$ cat src/rtl/time_bcd_converter.sv
// Snapshots binary hh:mm:ss and converts each field to two BCD digits by
// serial double dabble. All outputs update together when the conversion completes.
module time_bcd_converter #(
  parameter int unsigned HR_MAX = 23
) (
  input  logic       clk,
  input  logic       reset,
  input  logic       start,
  input  logic [5:0] sec_in,
  input  logic [5:0] min_in,
  input  logic [5:0] hr_in,
  output logic [7:0] sec_bcd,
  output logic [7:0] min_bcd,
  output logic [7:0] hr_bcd,
  output logic       busy,
  output logic       done,
  output logic       range_err
);

  localparam logic [5:0] HR_LIM = 6'(HR_MAX);

  typedef enum logic [1:0] {IDLE, CONV, DONE} state_t;

  state_t     state, state_nx;
  logic [5:0] snap_sec, snap_min, snap_hr;
  logic       snap_err;
  logic [1:0] field;
  logic [2:0] bitcnt;
  logic [5:0] work_bin;
  logic [7:0] work_bcd;
  logic [7:0] sec_sh, min_sh;

  logic [5:0] src_bin;
  logic [7:0] src_bcd;
  logic [3:0] adj_t, adj_u;
  logic [7:0] adj;
  logic [7:0] nbcd;
  logic [5:0] nbin;

  always_ff @(posedge clk or posedge reset) begin
    if (reset) state <= IDLE;
    else       state <= state_nx;
  end

  always_comb begin
    state_nx = state;
    unique case (state)
      IDLE:    if (start) state_nx = CONV;
      CONV:    if (field == 2'd3) state_nx = DONE;
      DONE:    state_nx = IDLE;
      default: state_nx = IDLE;
    endcase
  end

  assign busy = (state != IDLE);
  assign done = (state == DONE);

  // First bit of each field reloads the binary source and clears the BCD accumulator.
  always_comb begin
    src_bin = work_bin;
    src_bcd = work_bcd;
    if (bitcnt == 3'd0) begin
      src_bcd = '0;
      unique case (field)
        2'd0:    src_bin = snap_sec;
        2'd1:    src_bin = snap_min;
        default: src_bin = snap_hr;
      endcase
    end
    adj_t = (src_bcd[7:4] >= 4'd5) ? 4'(src_bcd[7:4] + 4'd3) : src_bcd[7:4];
    adj_u = (src_bcd[3:0] >= 4'd5) ? 4'(src_bcd[3:0] + 4'd3) : src_bcd[3:0];
    adj   = {adj_t, adj_u};
    nbcd  = (adj << 1) | {7'd0, src_bin[5]};
    nbin  = src_bin << 1;
  end

  always_ff @(posedge clk or posedge reset) begin
    if (reset) begin
      snap_sec  <= '0;
      snap_min  <= '0;
      snap_hr   <= '0;
      snap_err  <= 1'b0;
      field     <= '0;
      bitcnt    <= '0;
      work_bin  <= '0;
      work_bcd  <= '0;
      sec_sh    <= '0;
      min_sh    <= '0;
      sec_bcd   <= '0;
      min_bcd   <= '0;
      hr_bcd    <= '0;
      range_err <= 1'b0;
    end else begin
      unique case (state)
        IDLE: begin
          if (start) begin
            snap_sec <= sec_in;
            snap_min <= min_in;
            snap_hr  <= hr_in;
            snap_err <= (sec_in > 6'd59) | (min_in > 6'd59) | (hr_in > HR_LIM);
            field    <= '0;
            bitcnt   <= '0;
          end
        end
        CONV: begin
          if (field == 2'd3) begin
            // hours result is still in the working register at commit time
            sec_bcd   <= sec_sh;
            min_bcd   <= min_sh;
            hr_bcd    <= work_bcd;
            range_err <= snap_err;
          end else begin
            work_bin <= nbin;
            work_bcd <= nbcd;
            if (bitcnt == 3'd5) begin
              bitcnt <= '0;
              field  <= 2'(field + 2'd1);
              if (field == 2'd0) sec_sh <= nbcd;
              if (field == 2'd1) min_sh <= nbcd;
            end else begin
              bitcnt <= 3'(bitcnt + 3'd1);
            end
          end
        end
        default: ;
      endcase
    end
  end

endmodule

$ cat config.mk
export PLATFORM = sky130hd
export DESIGN_NAME = time_bcd_converter
export DESIGN_NICKNAME = d
export VERILOG_FILES = /design/src/rtl/time_bcd_converter.sv
export SDC_FILE = /design/constraint.sdc
export NUM_CORES = 1
export LEC_CHECK = 0
export CAP_MARGIN = 10
export CORE_ASPECT_RATIO = 1.1
export CORE_MARGIN = 4
export CORE_UTILIZATION = 49
export DETAILED_ROUTE_END_ITERATION = 8
export PLACE_DENSITY = 0.75
export SETUP_SLACK_MARGIN = 0.02
export SLEW_MARGIN = 20
export SYNTH_ARGS = -nofsm -noshare
export SYNTH_HDL_FRONTEND = slang
export SYNTH_SLANG_ARGS = --single-unit
$ cat constraint.sdc
create_clock -name clk -period 2.7 [get_ports clk]
set_input_delay 0.54 -clock clk [delete_from_list [all_inputs] [get_ports clk]]
set_output_delay 0.54 -clock clk [all_outputs]
set_load 0.05 [all_outputs]
# Word level (Yosys, flattened, before mapping)
# Cells that the tools add are included.
# word_totals
register_bits	80
latchBits	0
ramBits	0
rom_bits	0
inputBits	21
wordCells	66
mem_count	0
# classes
addsub	4
n_mul	0
n_div	0
order_cmp	5
eq_ne	9
shift	0
muxes	16
bitwise	4
n_reduce_logical	13
# ops
cell	count
6-bit > comparator, second input constant	2
3-bit two-way mux	4
6-bit one-hot mux with 2 select lines	1
4-bit AND reduction	3
2-bit two-way mux	5
4-bit by 3-bit greater-or-equal comparator with 1-bit output, second input constant	2
8-bit two-way mux	1
2-bit != test, second input constant	4
8-bit by 1-bit bitwise OR with 8-bit output	1
2-bit one-hot mux with 2 select lines	2
2-bit AND reduction	4
6-bit by 5-bit > comparator with 1-bit output, second input constant	1
6-bit two-way mux	1
3-bit one-hot mux with 2 select lines	1
4-bit by 2-bit adder with 4-bit output, second input constant	1
2-bit by 1-bit == test with 1-bit output, second input constant	2
2-bit == test, second input constant	2
2-bit logical NOT	2
4-bit two-way mux	1
2-bit nonzero test	2
3-bit by 1-bit adder with 3-bit output, second input constant	1
3-bit by 2-bit adder with 3-bit output, second input constant	1
3-bit == test, second input constant	1
3-bit logical NOT	1
4 further kinds	5

# Logic depth before layout (Yosys ltp)
# Gate-level depths: netlist of the first run.
# depth
depth_word	5
mapped_depth	9
depth_no_buf	7

# Worst setup path before layout of the first run
# Ideal clock, no wire load.
# synth_path
path_type	flip-flop to flip-flop
start	register bitcnt[0]
end	register min_sh[2]
t_arrival_ps	1967
path_slack_ps	667
path_stages_with_launch	9
path_cell_list	dfrtp_1 buf_6 or3_4 buf_6 nand2_1 ha_1 nor2b_1 o311ai_0 mux2_2
# synth_between
elab_chain_len	5
# synth_lines
item	line	text
from (decl)	28	logic [2:0] bitcnt;
from (signal assigned)	121	bitcnt <= 3'(bitcnt + 3'd1);
3-bit logical NOT	62	if (bitcnt == 3'd0) begin
8-bit two-way mux	62	
4-bit by 2-bit adder with 4-bit output or 4-bit by 3-bit greater-or-equal comparator with 1-bit output (tied branches)	71	adj_u = (src_bcd[3:0] >= 4'd5) ? 4'(src_bcd[3:0] + 4'd3) : src_bcd[3:0];
4-bit two-way mux	71	
8-bit by 1-bit bitwise OR with 8-bit output	73	nbcd = (adj << 1) | {7'd0, src_bin[5]};
to (signal assigned)	119	if (field == 2'd1) min_sh <= nbcd;
to (decl)	31	logic [7:0] sec_sh, min_sh;
# Several ways; a longest one is shown, not always the timed one.
# A chain may end at the register's enable or synchronous reset.

# Worst setup path after layout of the first run
# layout_path
start	register state[1]
end	output busy
# layout_between
elab_chain_len	1
# layout_lines
item	line	text
from (decl)	24	state_t state, state_nx;
from (signal assigned)	42	else state <= state_nx;
2-bit nonzero test	55	assign busy = (state != IDLE);
to (decl)	15	output logic busy,
# No other way between the ends.

==> results of run 1 <==
==> layout make-up <==
| type | count | area share [%] |
|---|---|---|
| clock inverters | 2 | 0.2936 |
| flip-flops and latches | 80 | 46.98 |
| repair buffers | 53 | 12.39 |
| well taps | 85 | 2.496 |
| inverters | 12 | 1.057 |
| multi-input cells | 184 | 32.74 |
| clock buffers | 14 | 4.052 |
==> kinds of logic after synthesis <==
group           after synthesis  synth area share [%]
fa+ha+maj                     5                 1.783
compound gates               66                 12.09
mux                          51                 16.36
buf+inv                      24                 3.208
flops                        80                 57.04
simple gates                 62                 9.519
==> metal layers <==
| layer | up-vias | GRT usage, % |
|---|---|---|
| li1 | 1137 | - |
| met5 | - | 0 |
| met3 | 11 | 3.152 |
| met1 | 1150 | 21.92 |
| met4 | 0 | 7.093 |
| met2 | 54 | 26.97 |
==> final timing paths <==
kind,end,from,slack (ns),depth (start not counted)
setup / recovery,busy,state[1],0.32,2
hold reg to reg,hr_bcd[4],hr_bcd[4],0.48,2
setup reg to reg,min_sh[2],bitcnt[0],0.45,6
hold / removal,hr_bcd[4],hr_bcd[4],0.48,2
max in group asynchronous,sec_bcd[5],reset,1.45,3
min in group asynchronous,snap_min[0],reset,0.58,2
==> power breakdown <==
group          total [mW]  switching, mW  leakage [nW]  internal [mW]
logic                2.22           1.26         0.796          0.959
clock network       0.812          0.403        0.0927          0.409
registers            2.01          0.336          1.03           1.67
==> synthesized netlist by cell type, types with 4 or more instances <==
master and count:
nand2_1 26, nor2_1 9, mux2_2 51, o31ai_1 4, inv_1 12, a22o_1 6, dfrtp_1 80, ha_1 5
nor2b_1 4, nand3b_1 4, a21oi_1 13, clkbuf_1 5, o21ai_0 22
==> registers in the layout, summed over array words and instances (netlist names) <==
signal / flops
bitcnt: 3
field: 2
hr_bcd: 8
min_bcd: 8
min_sh: 8
range_err: 1
sec_bcd: 8
sec_sh: 8
snap_err: 1
snap_hr: 6
snap_min: 6
snap_sec: 6
state: 2
work_bcd: 8
work_bin: 5
==> worst reg2reg max path, delay by kind of cell, from the launching register on <==
family                     cells  cell delay (ns)
AOI/OAI and AO/OA              1             0.54
muxes                          1             0.27
DFF                            1             0.46
adders and majority gates      1             0.24
and+or+nand+nor                3             0.69
==> layout by cell type (no fill, tap or decap), types with 4 or more instances in the layout <==
master           Yosys  layout
a21oi_1             13      13
a22o_1               6       6
buf_4                1       5
clkbuf_8             0      12
clkdlybuf4s50_1      0      47
dfrtp_1             80      80
ha_1                 5       5
inv_1               12      11
mux2_2              51      51
nand2_1             26      26
nand3b_1             4       4
nor2_1               9       9
nor2b_1              4       4
o21ai_0             22      22
o31ai_1              4       4
==> flow_metrics.py, run 1 <==
metrics = {
    "flow_run": {
        "maxCapViolCount": 0,
    },
    "placement": {
        "dp_hpwl_mm": 4.892,
        "place.gp.congestion": 0.8095,
        "preCtsSetupSlack_ns": 0.4712,
        "dpl_cell_area_um2": 4076,
        "dp_cells": 414,
        "port_buffers": 47,
    },
    "floorplanning": {
        "die_width_um": 88.69,
        "core-area_um2": 7007,
        "die_area_um2": 8582,
        "dieHeight_um": 96.76,
        "rows": 32,
        "io_pins": 48,
        "start_util_pct": 50.09,
    },
    "grt": {
        "overflow": 0,
        "grt_start_max_net_pins": 32,
        "grtUsageTotal_pct": 16.79,
        "antenna_found_initial": 0,
        "grt_pass1_wl_mm": 11.36,
        "grt_pass1_vias": 2408,
    },
    "synthesis": {
        "ys_types": 40,
        "async_flop_share_pct": 100.0,
        "mappedNetlistArea_um2": 3510,
        "synth_nets": 314,
        "synth_top_cell_area_share_pct": 57.04,
        "avgSynthCellArea_um2": 12.19,
        "synth-main-ff-cell": "dfrtp_1",
        "synth_seq_cells": 80,
        "syn_inst": 288,
        "yosysWarnings": 0,
        "ys_seq_area_share_pct": 57.04,
        "yosys-top-cells-area": "dfrtp_1 (57%), mux2_2 (16%), o21ai_0 (3.1%)",
        "synth.largest_area_cell": "dfrtp_1",
        "synth_edf_count": 0,
    },
    "status": {
        "status": "finished clean",
    },
    "clock_network": {
        "max-clock-path-buffers": 2,
        "cts_resized": 0,
        "cts_root_buf": "clkbuf_8",
        "cts_tree": "built",
        "postCtsSetupBuffers": 0,
        "cts.sink_count": 80,
        "h-tree-depth": 3,
        "clk_pin_slew_worst_paths_ns": 0.08,
        "insertion_delay_ns": 0.34,
        "cts-hold-fix-buffers": 0,
        "cts_buffers": 9,
    },
    "sta": {
        "finalSetupTns_ns": 0,
        "period_needed_ns": 2.377,
        "setup_viol": 0,
        "rsz0062_at_grt": "no",
        "fin_crit_sh_pct": 88.03,
        "fmax_mhz": 420.7,
        "slew_violations": 0,
        "whs_ns": 0.4806,
        "slew_headroom_pct": 58.27,
        "hold_violations": 0,
        "fin_ws_ns": 0.3231,
        "clock-skew-final_ns": 0.007908,
        "tightest_slew_ns": 0.6181,
    },
    "detailed_routing": {
        "first_pass_iters": 4,
        "routed-wl-met2_mm": 3.277,
        "wl_mm": 6.659,
        "wl_met1_mm": 3.007,
        "drc": 0,
        "top_layer": "met4",
        "drtAntennaViolNets": 0,
        "avgViaCountPerCell": 5.470,
        "met3_length_um": 268,
        "drtIter0Drc": 110,
        "avgRoutedWirePerCell_um": 15.49,
        "vias": 2352,
    },
    "worst_setup_path": {
        "max_stage_delay_ns": 0.70,
        "cp_top_family": "buffers and inverters",
        "crit_fanout": 6,
        "critPathLaunchType": "flip-flop",
        "crit_buf_inv": 1,
        "critical_path_arrival_ns": 1.84,
        "crit_required_ns": 2.16,
        "crit_type": "reg2out",
        "cp_cell_sequence": "or2_2, clkdlybuf4s50_1",
        "slowest_stage": "clkdlybuf4s50_1",
        "end_kind": "output pin",
    },
    "power_and_ir_drop": {
        "fin_total_pwr_mw": 5.045,
        "powerDensity_nw_per_um2": 1184,
        "ir_worst_vdd_mv": 0.6015,
        "p_leak_nw": 1.919,
    },
    "layout": {
        "antennaDiodeCount": 0,
        "drive_gt1_share_pct": 23.19,
        "fillCellCount": 584,
        "multi_input_area_um2": 1395,
        "final_core_util_pct": 60.82,
        "final_cells": 430,
        "regArea_um2": 2002,
        "num-nets-final": 366,
        "area_growth_pct": 21.43,
        "design_area_um2": 4262,
    },
    "worst_hold_path": {
        "hold_path_class": "reg2reg",
    },
}
No activity file was read; power rests on OpenSTA's default activity.
==> run 2, diff against run 1 <==
GPL_TIMING_DRIVEN = 0   (was default)
==> run 2 against run 1 <==
Effect of this change:
- sequential share of layout area decreased by 0.73 points
- worst setup slack improved by 0.0077 ns
- critical path depth unchanged
- sequential power about the same
- final cell count increased by 1.6%
- global-route usage increased by 0.32 points
- register-to-register slack got worse by 0.10 ns
- highest routed layer unchanged
==> flow_metrics.py, run 2 (synthesis gave the netlist of run 1 again) <==
metrics = {
    "status": {
        "status": "finished clean",
    },
    "power_and_ir_drop": {
        "pwr-share-comb_pct": 43.9,
        "p_leak_nw": 1.943,
        "power_frac_clock_pct": 18.2,
        "intPower_mw": 3.181,
        "ir_worst_vdd_mv": 0.6210,
        "p_sw_share_pct": 39.00,
        "p_seq_share_pct": 38.0,
        "powerDensity_nw_per_um2": 1204,
        "switchingPower_mw": 2.033,
    },
    "layout": {
        "final_core_util_pct": 61.79,
        "fillCellCount": 564,
        "num-nets-final": 373,
        "final_cell_mix": "dfrtp_1 (80), mux2_2 (51), clkdlybuf4s50_1 (47)",
        "drive_gt1_share_pct": 23.01,
        "final_common_cell": "dfrtp_1",
        "antennaDiodeCount": 0,
        "area_growth_pct": 23.35,
        "final_cells": 437,
    },
    "worst_setup_path": {
        "crit_fanout": 6,
        "crit_required_ns": 2.16,
        "cp_cell_sequence": "or2_2, clkdlybuf4s50_1",
        "slowest_stage": "clkdlybuf4s50_1",
        "critPathLaunchType": "flip-flop",
        "max_stage_delay_ns": 0.71,
        "end_kind": "output pin",
        "ff2ff_setup_slack_ns": 0.35,
        "critical_path_arrival_ns": 1.83,
        "crit_type": "reg2out",
    },
    "flow_run": {
        "maxCapViolCount": 0,
    },
    "sta": {
        "hold_violations": 0,
        "tightest_slew_ns": 0.8823,
        "period_needed_ns": 2.369,
        "slew_headroom_pct": 40.73,
        "clock-skew-final_ns": 0.01177,
        "rsz0062_at_grt": "no",
        "fin_crit_sh_pct": 87.75,
        "setup_viol": 0,
        "fmax_mhz": 422.1,
        "slew_violations": 0,
    },
    "clock_network": {
        "cts_tree": "built",
        "cts-hold-fix-buffers": 0,
        "cts_resized": 0,
        "cts_buffers": 9,
        "insertion_delay_ns": 0.35,
        "max-clock-path-buffers": 2,
        "cts.sink_count": 80,
        "cts_root_buf": "clkbuf_8",
        "h-tree-depth": 3,
        "postCtsSetupBuffers": 0,
        "clk_pin_slew_worst_paths_ns": 0.08,
    },
    "grt": {
        "antenna_found_initial": 0,
        "grtUsageTotal_pct": 17.11,
        "grt_pass1_vias": 2490,
        "overflow": 0,
        "grt_pass1_wl_mm": 11.50,
        "grt_start_max_net_pins": 55,
    },
    "placement": {
        "place.gp.congestion": 0.8055,
        "dp_hpwl_mm": 5.021,
        "dp_cells": 421,
        "port_buffers": 47,
    },
    "floorplanning": {
        "core-area_um2": 7007,
        "dieHeight_um": 96.76,
        "start_util_pct": 50.09,
        "die_area_um2": 8582,
        "die_width_um": 88.69,
        "io_pins": 48,
        "rows": 32,
    },
    "detailed_routing": {
        "avgRoutedWirePerCell_um": 15.45,
        "drc": 0,
        "drtAntennaViolNets": 0,
        "drtIter0Drc": 96,
        "first_pass_iters": 5,
        "vias": 2388,
        "wl_mm": 6.750,
        "avgViaCountPerCell": 5.465,
    },
    "worst_hold_path": {
        "hold_path_class": "reg2reg",
    },
}
[run 2: cell types whose count changed in the layout (fill, tap and decap cells not counted)]
cell,change
buf_1,+1
buf_12,-1
buf_16,+1
buf_2,+3
buf_4,-4
buf_6,+2
bufinv_16,+2
clkbuf_1,+5
clkbuf_8,-3
clkinv_4,+1
inv_2,-1
inv_4,+1
[run 2: power by group through the flow]
stage	Combinational (mW)	Sequential, mW	Clock, mW
after floorplan	1.32	2.32	0
final	2.29	1.98	0.947
after CTS	2.31	1.98	0.963
after global routing	2.51	2.04	1.01
after detailed placement	2.31	2.00	0
after global placement	2.23	1.97	0
[run 2: layout make-up]
type	count	area [µm²]	share of cell area [%]
Sequential cell	80	2002	46.24
Inverter	12	47.55	1.098
Tap cell	85	106.4	2.457
Clock inverter	5	81.33	1.879
Clock buffer	11	131.4	3.035
Timing Repair Buffer	48	498.0	11.50
Buffer	12	67.56	1.561
Multi-Input combinational cell	184	1395	32.23
[run 2: path summary, 6_finish.rpt]
check / startpoint / end / cells past startpoint
max: state[1] / busy / 2
min: min_sh[4] / min_sh[4] / 2
max reg2reg: bitcnt[0] / min_sh[2] / 8
min reg2reg: min_sh[4] / min_sh[4] / 2
max in group asynchronous: reset / min_bcd[4] / 3
min in group asynchronous: reset / snap_min[0] / 2
[run 2: metrics by stage]
stage | instance area [µm²] | total power, mW | hold WS (ns) | worst slack, ns | setup TNS [ns]
after global routing | 4329 | 5.566 | 0.5188 | 0.2407 | 0
after floorplan | 3510 | 3.641 | 0.4432 | 0.1083 | 0
after detailed placement | 4116 | 4.310 | 0.4686 | 0.3758 | 0
after CTS | 4329 | 5.252 | 0.4857 | 0.3133 | 0
final | 4329 | 5.214 | 0.4888 | 0.3309 | 0
after global placement | 4086 | 4.205 | 0.4586 | -1.058 | -84.20
[run 2: worst max-delay path, delay by kind of cell, from the launching register on]
| kind | cells | cell delay (ns) |
|---|---|---|
| buffers and inverters | 1 | 0.71 |
| flip-flops | 1 | 0.45 |
| AND/OR/NAND/NOR | 1 | 0.33 |
[run 2: per-layer routing]
| layer | share of wire [%] | vias up | track usage, % |
|---|---|---|---|
| met2 | 51 | 62 | 28.51 |
| met1 | 43 | 1168 | 21.18 |
| met5 | 0 | - | 0 |
| li1 | - | 1149 | - |
| met3 | 4.5 | 9 | 4.174 |
| met4 | 1.8 | 0 | 6.279 |
==> run 3, diff against run 2 <==
CTS_CLUSTER_SIZE = 28   (was default)
==> results of run 3 <==
Same layout as run 2: the final DEF is identical, and so are final timing and power.
